==> config.mk <==
export PLATFORM = sky130hd
export DESIGN_NAME = fft_output_unloader
export DESIGN_NICKNAME = d
export VERILOG_FILES = /design/src/rtl/fft_output_unloader.sv
export SDC_FILE = /design/constraint.sdc
export NUM_CORES = 1
export LEC_CHECK = 0
export BUFFER_PORTS_ARGS = -buffer_cell sky130_fd_sc_hd__buf_2
export CORE_AREA = 2 2 127 129
export CTS_CLUSTER_DIAMETER = 120
export DETAILED_ROUTE_END_ITERATION = 6
export DIE_AREA = 0 0 129 131
export HOLD_SLACK_MARGIN = 0.12
export PLACE_DENSITY_LB_ADDON = 0.2
export SLEW_MARGIN = 20
export SYNTH_ARGS = -nofsm -noshare
export SYNTH_HDL_FRONTEND = slang
export SYNTH_SLANG_ARGS = --single-unit
==> constraint.sdc <==
create_clock -name clk -period 2.53 [get_ports clk]
set_clock_uncertainty 0.1 [all_clocks]
set_input_delay 0.1265 -clock clk [delete_from_list [all_inputs] [get_ports clk]]
set_output_delay 0.1265 -clock clk [all_outputs]
set_load 0.005 [all_outputs]
==> src/rtl/fft_output_unloader.sv <==
// Streams the 64 FFT results out of two bit-reversed result banks in natural order,
// through a 2-entry FIFO with ready/valid backpressure.
module fft_output_unloader #(
   parameter int unsigned DATA_W = 32
) (
   input  logic              clk,
   input  logic              nrst,
   input  logic              start,
   output logic              re_b0,
   output logic [4:0]        raddr_b0,
   input  logic [DATA_W-1:0] rdata_b0,
   output logic              re_b1,
   output logic [4:0]        raddr_b1,
   input  logic [DATA_W-1:0] rdata_b1,
   output logic              out_valid,
   input  logic              out_ready,
   output logic [DATA_W-1:0] out_data,
   output logic [5:0]        out_index,
   output logic              out_last,
   output logic              busy,
   output logic              done,
   output logic              err_overrun
);

   typedef enum logic [1:0] {StIdle, StRead, StDrain} state_e;

   state_e            state_q;
   logic [5:0]        rd_cnt_q;
   logic              inflight_q;
   logic              inflight_bank_q;
   logic              inflight_last_q;
   logic [5:0]        inflight_idx_q;
   logic [DATA_W-1:0] fifo_data_q [2];
   logic [5:0]        fifo_idx_q  [2];
   logic [1:0]        fifo_last_q;
   logic              wr_ptr_q;
   logic              rd_ptr_q;
   logic [1:0]        fifo_cnt_q;
   logic [1:0]        fifo_cnt_d;

   logic       pop;
   logic       push;
   logic       issue;
   logic       rd_bank;
   logic [5:0] rd_pos;
   logic [2:0] level;

   assign pop  = out_valid & out_ready;
   assign push = inflight_q;

   // Occupancy after this cycle's pop; reads in flight count as already queued.
   assign level = {1'b0, fifo_cnt_q} + {2'b00, inflight_q} - {2'b00, pop};
   assign issue = (state_q == StRead) && (level < 3'd2);

   assign rd_pos  = {rd_cnt_q[0], rd_cnt_q[1], rd_cnt_q[2], rd_cnt_q[3], rd_cnt_q[4], rd_cnt_q[5]};
   assign rd_bank = ^rd_cnt_q;

   assign re_b0    = issue & ~rd_bank;
   assign re_b1    = issue & rd_bank;
   assign raddr_b0 = re_b0 ? rd_pos[5:1] : 5'd0;
   assign raddr_b1 = re_b1 ? rd_pos[5:1] : 5'd0;

   assign out_valid   = (fifo_cnt_q != 2'd0);
   assign out_data    = out_valid ? fifo_data_q[rd_ptr_q] : '0;
   assign out_index   = out_valid ? fifo_idx_q[rd_ptr_q] : 6'd0;
   assign out_last    = out_valid & fifo_last_q[rd_ptr_q];
   assign busy        = (state_q != StIdle);
   assign done        = (state_q == StDrain) & pop & out_last;
   assign err_overrun = start & busy;

   always_comb begin
      fifo_cnt_d = fifo_cnt_q;
      if (push && !pop) begin
         fifo_cnt_d = fifo_cnt_q + 2'd1;
      end else if (!push && pop) begin
         fifo_cnt_d = fifo_cnt_q - 2'd1;
      end
   end

   always_ff @(posedge clk or negedge nrst) begin
      if (!nrst) begin
         state_q  <= StIdle;
         rd_cnt_q <= 6'd0;
      end else begin
         unique case (state_q)
            StIdle: begin
               if (start) begin
                  state_q  <= StRead;
                  rd_cnt_q <= 6'd0;
               end
            end
            StRead: begin
               if (issue) begin
                  if (rd_cnt_q == 6'd63) begin
                     state_q <= StDrain;
                  end else begin
                     rd_cnt_q <= rd_cnt_q + 6'd1;
                  end
               end
            end
            StDrain: begin
               if (done) begin
                  state_q <= StIdle;
               end
            end
            default: state_q <= StIdle;
         endcase
      end
   end

   // Bank data arrives one cycle after issue; the bank choice rides along with it.
   always_ff @(posedge clk or negedge nrst) begin
      if (!nrst) begin
         inflight_q      <= 1'b0;
         inflight_bank_q <= 1'b0;
         inflight_last_q <= 1'b0;
         inflight_idx_q  <= 6'd0;
         fifo_data_q[0]  <= '0;
         fifo_data_q[1]  <= '0;
         fifo_idx_q[0]   <= 6'd0;
         fifo_idx_q[1]   <= 6'd0;
         fifo_last_q     <= 2'b00;
         wr_ptr_q        <= 1'b0;
         rd_ptr_q        <= 1'b0;
         fifo_cnt_q      <= 2'd0;
      end else begin
         inflight_q <= issue;
         if (issue) begin
            inflight_bank_q <= rd_bank;
            inflight_last_q <= (rd_cnt_q == 6'd63);
            inflight_idx_q  <= rd_cnt_q;
         end
         if (push) begin
            fifo_data_q[wr_ptr_q] <= inflight_bank_q ? rdata_b1 : rdata_b0;
            fifo_idx_q[wr_ptr_q]  <= inflight_idx_q;
            fifo_last_q[wr_ptr_q] <= inflight_last_q;
            wr_ptr_q              <= ~wr_ptr_q;
         end
         if (pop) begin
            rd_ptr_q <= ~rd_ptr_q;
         end
         fifo_cnt_q <= fifo_cnt_d;
      end
   end

endmodule
==> flow_metrics.py, run 1 <==
metrics = {
    "outcome": {
        "run_status": "complete, but fails checks",
        "violations": "setup timing",
    },
    "power_and_ir_drop": {
        "p_per_area_nw_per_um2": 1327,
        "peakVddDrop_mv": 0.8099,
        "p_leak_nw": 3.374,
        "power.total_mw": 9.232,
    },
    "global_route": {
        "antenna_found_initial": 0,
        "grt_pass1_wl_mm": 19.45,
        "grt_max_degree": 53,
        "first_global_vias": 4001,
        "grt_use_total_pct": 14.78,
        "grt_overflow": 0,
    },
    "setup_path": {
        "reg2reg_from": "fifo_cnt_q[1]$_DFFE_PN0P_",
        "critPathMaxFanout": 6,
        "r2r_setup_slack_ps": -50,
        "r2r-end": "inflight_idx_q[0]$_DFFE_PN0P_",
        "cp.arrival_ps": 2630,
        "critPathLaunchType": "flop",
        "worstRegToRegCells": 14,
        "worstPathRequired_ps": 2300,
        "cp-end-kind": "output port",
        "crit_type": "flop to output port",
    },
    "cells_and_area": {
        "final_util_pct": 44.59,
        "syn_to_final_growth_pct": 43.50,
        "finalNonFillerCells": 905,
        "num_antenna_cells": 0,
        "drive_above_1_share_pct": 31.93,
        "layout_common_cells": "buf_2, dfrtp_1, nor2_1",
        "final_common_cell": "buf_2",
        "fin_nets": 759,
    },
    "yosys": {
        "synth_top_area_share_pct": 51.11,
        "synthesis.nets": 556,
        "yosys.area.top_type": "dfrtp_1",
        "ys_top_cells_by_area": "dfrtp_1, mux2i_1, nor2_1",
        "syn_area_per_cell_um2": 10.06,
        "synth_area_um2": 4847,
        "synth-seq-cells": 99,
        "ys.warnings.count": 0,
        "syn_inst": 482,
        "yosysUniqueCellTypes": 34,
        "yosysSeqAreaShare_pct": 51.11,
    },
    "routing": {
        "wl_per_cell_um": 13.36,
        "first_iter_violations": 140,
        "drtAntennaViolNets": 0,
        "drt_wl_total_mm": 12.09,
        "dr.pass1.iters": 5,
        "vias": 4071,
        "drc": 0,
        "via_per_inst": 4.498,
    },
    "clocking": {
        "cts_buffers": 9,
        "cts_root_buf": "clkbuf_16",
        "cts_buffer_depth": 2,
        "clk_latency_ps": 350,
        "clock-sinks": 99,
        "htreeDepth": 3,
        "clk_pin_slew_ps": 70,
        "cts_tree": "done",
    },
    "place": {
        "dp_cells": 803,
        "port_buffers": 122,
        "dp_hpwl_mm": 7.827,
        "routabilityCongestion": 0.7449,
        "place_ws_ps": -81.71,
    },
    "sta": {
        "rsz0062_at_grt": "true",
        "period_minus_slack_ps": 2859,
        "final.period_utilization_pct": 113.0,
        "hold_viol": 0,
        "setup_violations": 14,
        "worst_slack_ps": -328.8,
        "max_slew_margin_pct": 55.65,
        "clock.fmax_ghz": 0.3498,
        "tightest_slew_ps": 665.3,
        "maxSlewViolCount": 0,
    },
    "die": {
        "start_util_pct": 31.08,
        "die_h_um": 131,
        "die_w_um": 129,
        "placementRows": 46,
        "num_io_pins": 123,
        "die_area_um2": 16900,
        "core_region_area_um2": 15600,
    },
    "min_path": {
        "holdPathEnd": "state_q[0]$_DFFE_PN0P_",
        "holdCritPathClass": "primary input to flop",
        "worstHoldStart": "start",
        "hold-path-cell-count": 4,
    },
    "job": {
        "max_cap_viol_count": 0,
    },
}
## what timing repair did
item	CTS	global route
pin swaps	8	4
hold buffers	66	0
endpoints found under the hold margin	112	0
buffers inserted	17	8
gates resized for setup	8	11
setup endpoints to repair	18	24
## sequential cells by signal, summed over array words and instances (netlist names)
name,flops
inflight_q,1
fifo_idx_q,12
fifo_cnt_q,2
rd_ptr_q,1
fifo_data_q,64
fifo_last_q,2
inflight_last_q,1
rd_cnt_q,6
wr_ptr_q,1
inflight_idx_q,6
inflight_bank_q,1
state_q,2
## worst max path at each step
stage,start,endpoint,slack [ps],cells past startpoint
2_1_floorplan,fifo_cnt_q[0]$_DFFE_PN0P_,rd_cnt_q[5]$_DFFE_PN0P_,6,12
3_3_place_gp,fifo_cnt_q[0]$_DFFE_PN0P_,rd_cnt_q[3]$_DFFE_PN0P_,-40,12
3_5_place_dp,fifo_cnt_q[0]$_DFFE_PN0P_,rd_cnt_q[4]$_DFFE_PN0P_,-80,12
4_1_cts,fifo_cnt_q[1]$_DFFE_PN0P_,raddr_b1[4],-310,12
5_1_grt,fifo_cnt_q[1]$_DFFE_PN0P_,re_b1,-490,13
6_report,fifo_cnt_q[1]$_DFFE_PN0P_,re_b0,-330,12
## Yosys cell counts
cell,instances
a21o_1,2
a21oi_1,33
a31oi_4,1
and2_1,2
and3_1,2
buf_1,1
buf_2,16
buf_4,1
buf_6,2
clkbuf_1,13
dfrtp_1,99
fa_1,1
ha_1,5
inv_1,4
mux2_2,14
mux2i_1,71
nand2_1,54
nand2b_1,4
nand3_1,4
nand3b_1,4
nand4b_1,2
nor2_1,86
nor2b_1,1
nor4b_1,1
o211ai_2,4
o21ai_0,40
o21ai_2,2
o22ai_1,1
or2_1,1
or2_2,1
or3b_2,1
xnor2_1,4
xnor2_2,1
xor2_1,4
## through the flow
step           instance area [µm²]  hold WS (ps)  setup TNS (ps)
2_1_floorplan                 4873        -269.1               0
3_3_place_gp                  5771         83.63          -237.1
3_5_place_dp                  5771         93.17          -510.2
4_1_cts                       6898         124.2           -3695
5_1_grt                       6955         223.1           -6962
6_report                      6955         139.5           -3474
## per-layer routing
layer / up-vias / GRT usage [%] / wire [µm]
li1: 2032 / - / -
met1: 1924 / 18.86 / 5635
met2: 104 / 24.56 / 5737
met3: 11 / 4.194 / 586
met4: 0 / 4.412 / 131
met5: - / 0 / 0
## area by class of cell
class	instances	area [µm²]
multi-input cells	346	2263
flip-flops and latches	99	2481
well taps	216	270.3
repair buffers	225	1609
inverters	4	17.52
clock buffers	14	284.0
fillers	1485	8642
clock inverters	1	30.03
## critical path, stage by stage, from the launching register on
cell      delay, ps
dfrtp_2         430
nor2_4          130
inv_2            60
nand2_4          80
inv_4            40
ha_4            220
nand2b_4        130
fa_2            540
nand4b_1        140
buf_4           190
buf_6           120
nor2_1           90
buf_2           120
## where the power goes
group | switching (mW) | total [mW] | internal (mW)
combinational | 2.45 | 4.98 | 2.53
clock | 0.563 | 1.43 | 0.869
sequential | 0.501 | 2.83 | 2.32
## cells by family after synthesis
logic type                 count (synthesis)  share of synthesized area [%]
buffers and inverters                     37                          3.665
xor gates and xnor gates                   9                          1.781
DFF                                       99                          51.11
AOI/OAI and AO/OA                         83                          9.809
adders and majority gates                  6                          1.704
and+or+nand+nor                          163                          14.02
muxes                                     85                          17.91
Note: power is estimated with default switching activity, not from simulation.
==> run 2: changes to the inputs <==
==> constraint.sdc (replaced) <==
create_clock -name clk -period 2.53 [get_ports clk]
set_clock_uncertainty 0.1 [all_clocks]
set_input_delay 0.1265 -clock clk [delete_from_list [all_inputs] [get_ports clk]]
set_output_delay 0.1265 -clock clk [all_outputs]
set_load 0.01 [all_outputs]
==> run 2 against run 1 <==
  * The flow still finishes with violations (setup timing)
  * Die area is the same
  * Fmax grew 4.2%
  * Combinational power is essentially flat
  * Largest power group unchanged
  * Highest routed layer unchanged
==> flow_metrics.py, run 2 (synthesis results as in run 1) <==
metrics = {
    "outcome": {
        "violations": "setup timing",
        "run_status": "complete, but fails checks",
    },
    "die": {
        "die_w_um": 129,
        "die_h_um": 131,
        "placementRows": 46,
        "core_region_area_um2": 15600,
        "start_util_pct": 31.08,
        "num_io_pins": 123,
        "die_area_um2": 16900,
    },
    "clocking": {
        "cts_tree": "done",
        "cts_root_buf": "clkbuf_16",
        "clock-sinks": 99,
        "clk_pin_slew_ps": 60,
        "htreeDepth": 3,
        "cts_buffer_depth": 2,
        "clk_latency_ps": 340,
        "cts_buffers": 9,
    },
    "cells_and_area": {
        "final_common_cell": "buf_2",
        "layout_common_cells": "buf_2, dfrtp_1, nor2_1",
        "reg_top3": "fifo_data_q (64), fifo_idx_q (12)",
        "syn_to_final_growth_pct": 39.96,
        "fin_nets": 747,
        "largest_reg_flops": 64,
        "drive_above_1_share_pct": 30.58,
        "num_antenna_cells": 0,
        "fillers": 1504,
        "regMostFlops": "fifo_data_q",
    },
    "place": {
        "routabilityCongestion": 0.7198,
        "port_buffers": 122,
        "dp_hpwl_mm": 7.882,
    },
    "sta": {
        "worst_slack_ps": -214.3,
        "hold_viol": 0,
        "max_slew_margin_pct": 55.18,
        "clock.fmax_ghz": 0.3644,
        "setup_violations": 12,
        "tns_ps": -2328,
        "tightest_slew_ps": 672.3,
        "final.period_utilization_pct": 108.5,
        "rsz0062_at_grt": "true",
        "maxSlewViolCount": 0,
        "period_minus_slack_ps": 2744,
        "whs_ps": 160.3,
    },
    "power_and_ir_drop": {
        "p_comb_share_pct": 54.8,
        "p_int_mw": 5.364,
        "p_per_area_nw_per_um2": 1332,
        "p_sw_mw": 3.674,
        "power.total_mw": 9.037,
        "p_leak_nw": 3.297,
        "clockPowerShare_pct": 14.4,
        "p_sw_share_pct": 40.65,
        "seqPwrFrac_pct": 30.8,
        "peakVddDrop_mv": 0.8810,
    },
    "global_route": {
        "first_global_vias": 4001,
        "antenna_found_initial": 0,
        "grt_pass1_wl_mm": 19.84,
        "grt_max_degree": 52,
        "grt_use_total_pct": 15.00,
        "grt_overflow": 0,
    },
    "setup_path": {
        "critPathLaunchType": "flop",
        "crit_type": "flop to output port",
        "cp-end-kind": "output port",
        "worstPathRequired_ps": 2300,
        "cp.arrival_ps": 2520,
        "critPathMaxFanout": 7,
    },
    "routing": {
        "dr.pass1.iters": 4,
        "vias": 4070,
        "first_iter_violations": 137,
        "drt_wl_total_mm": 12.16,
        "drtAntennaViolNets": 0,
        "wl_per_cell_um": 13.62,
        "drc": 0,
        "via_per_inst": 4.558,
    },
    "job": {
        "max_cap_viol_count": 0,
    },
    "min_path": {
        "holdCritPathClass": "primary input to flop",
    },
}
==> run 2: cell count changes in the layout (fill, tap and decap cells not counted), moves of 2 or more <==
cell | before | now
buf_4 | 32 | 25
buf_12 | 4 | 2
buf_6 | 2 | 0
clkinv_2 | 0 | 2
nand2_1 | 46 | 48
nand2_2 | 7 | 5
==> run 2: metal layers <==
| layer | routed length (µm) | GRT usage [%] | share of wire (%) | up-vias |
|---|---|---|---|---|
| li1 | - | - | - | 2008 |
| met1 | 5738 | 20.06 | 47 | 1957 |
| met2 | 5805 | 24.77 | 48 | 100 |
| met3 | 525 | 3.868 | 4.3 | 5 |
| met4 | 91 | 3.069 | 0.75 | 0 |
| met5 | 0 | 0 | 0 | - |
==> run 2: final timing paths <==
| kind | from | end | slack [ps] | depth (start not counted) |
|---|---|---|---|---|
| worst max-delay path | fifo_cnt_q[0]$_DFFE_PN0P_ | raddr_b0[1] | -210 | 13 |
| worst min-delay path | start | state_q[0]$_DFFE_PN0P_ | 160 | 4 |
| worst max register to register | fifo_cnt_q[0]$_DFFE_PN0P_ | rd_cnt_q[3]$_DFFE_PN0P_ | 70 | 12 |
| worst min register to register | fifo_data_q[39]$_DFFE_PN0P_ | fifo_data_q[39]$_DFFE_PN0P_ | 380 | 2 |
| max in group asynchronous | nrst | fifo_cnt_q[1]$_DFFE_PN0P_ | 1350 | 3 |
| min in group asynchronous | nrst | fifo_data_q[51]$_DFFE_PN0P_ | 250 | 2 |
==> run 2: per-stage QoR <==
step	utilization [%]	worst slack (ps)	instances	cell area, µm²
global route	43.49	-437.3	893	6784
finish	43.49	-214.3	893	6784
CTS	43.32	-240.6	890	6756
detailed placement	36.88	-12.58	802	5753
floorplan	-	53.68	482	4888
global placement	36.88	43.40	802	5753
==> run 2: area by class of cell <==
cell class	instances	area, µm²	share of cell area, %
clock buffer	13	270.3	3.984
clock inverter	2	10.01	0.1475
sequential	99	2481	36.57
tap	216	270.3	3.984
inverter	4	15.01	0.2213
timing repair buffer	213	1484	21.87
multi-input combinational	346	2253	33.22
==> run 2: power by group through the flow <==
stage               combinational (mW)  clock, mW  sequential (mW)
floorplan                         3.23          0             2.66
global placement                  4.47          0             2.78
detailed placement                4.56          0             2.81
CTS                               4.98       1.35             2.78
global route                      5.58       1.41             2.88
finish                            4.96       1.30             2.78
==> run 2: worst max-delay path, cell delays in order, from the launching register on <==
cell and delay (ps):
dfrtp_1 400, nor2_4 130, inv_2 60, nand2_4 50, inv_2 40, ha_4 190
nand2b_4 130, fa_2 350, xnor2_2 170, nand4b_1 150, inv_2 180, nand2_2 100
nor2_1 90, buf_2 130
==> run 2: what timing repair did <==
item / 4_1_cts / 5_1_grt
setup endpoints to repair: 18 / 18
hold buffers: 65 / 0
pin swaps: 7 / 10
gates resized for setup: 6 / 2
buffers inserted: 8 / 4
endpoints found under the hold margin: 114 / 0
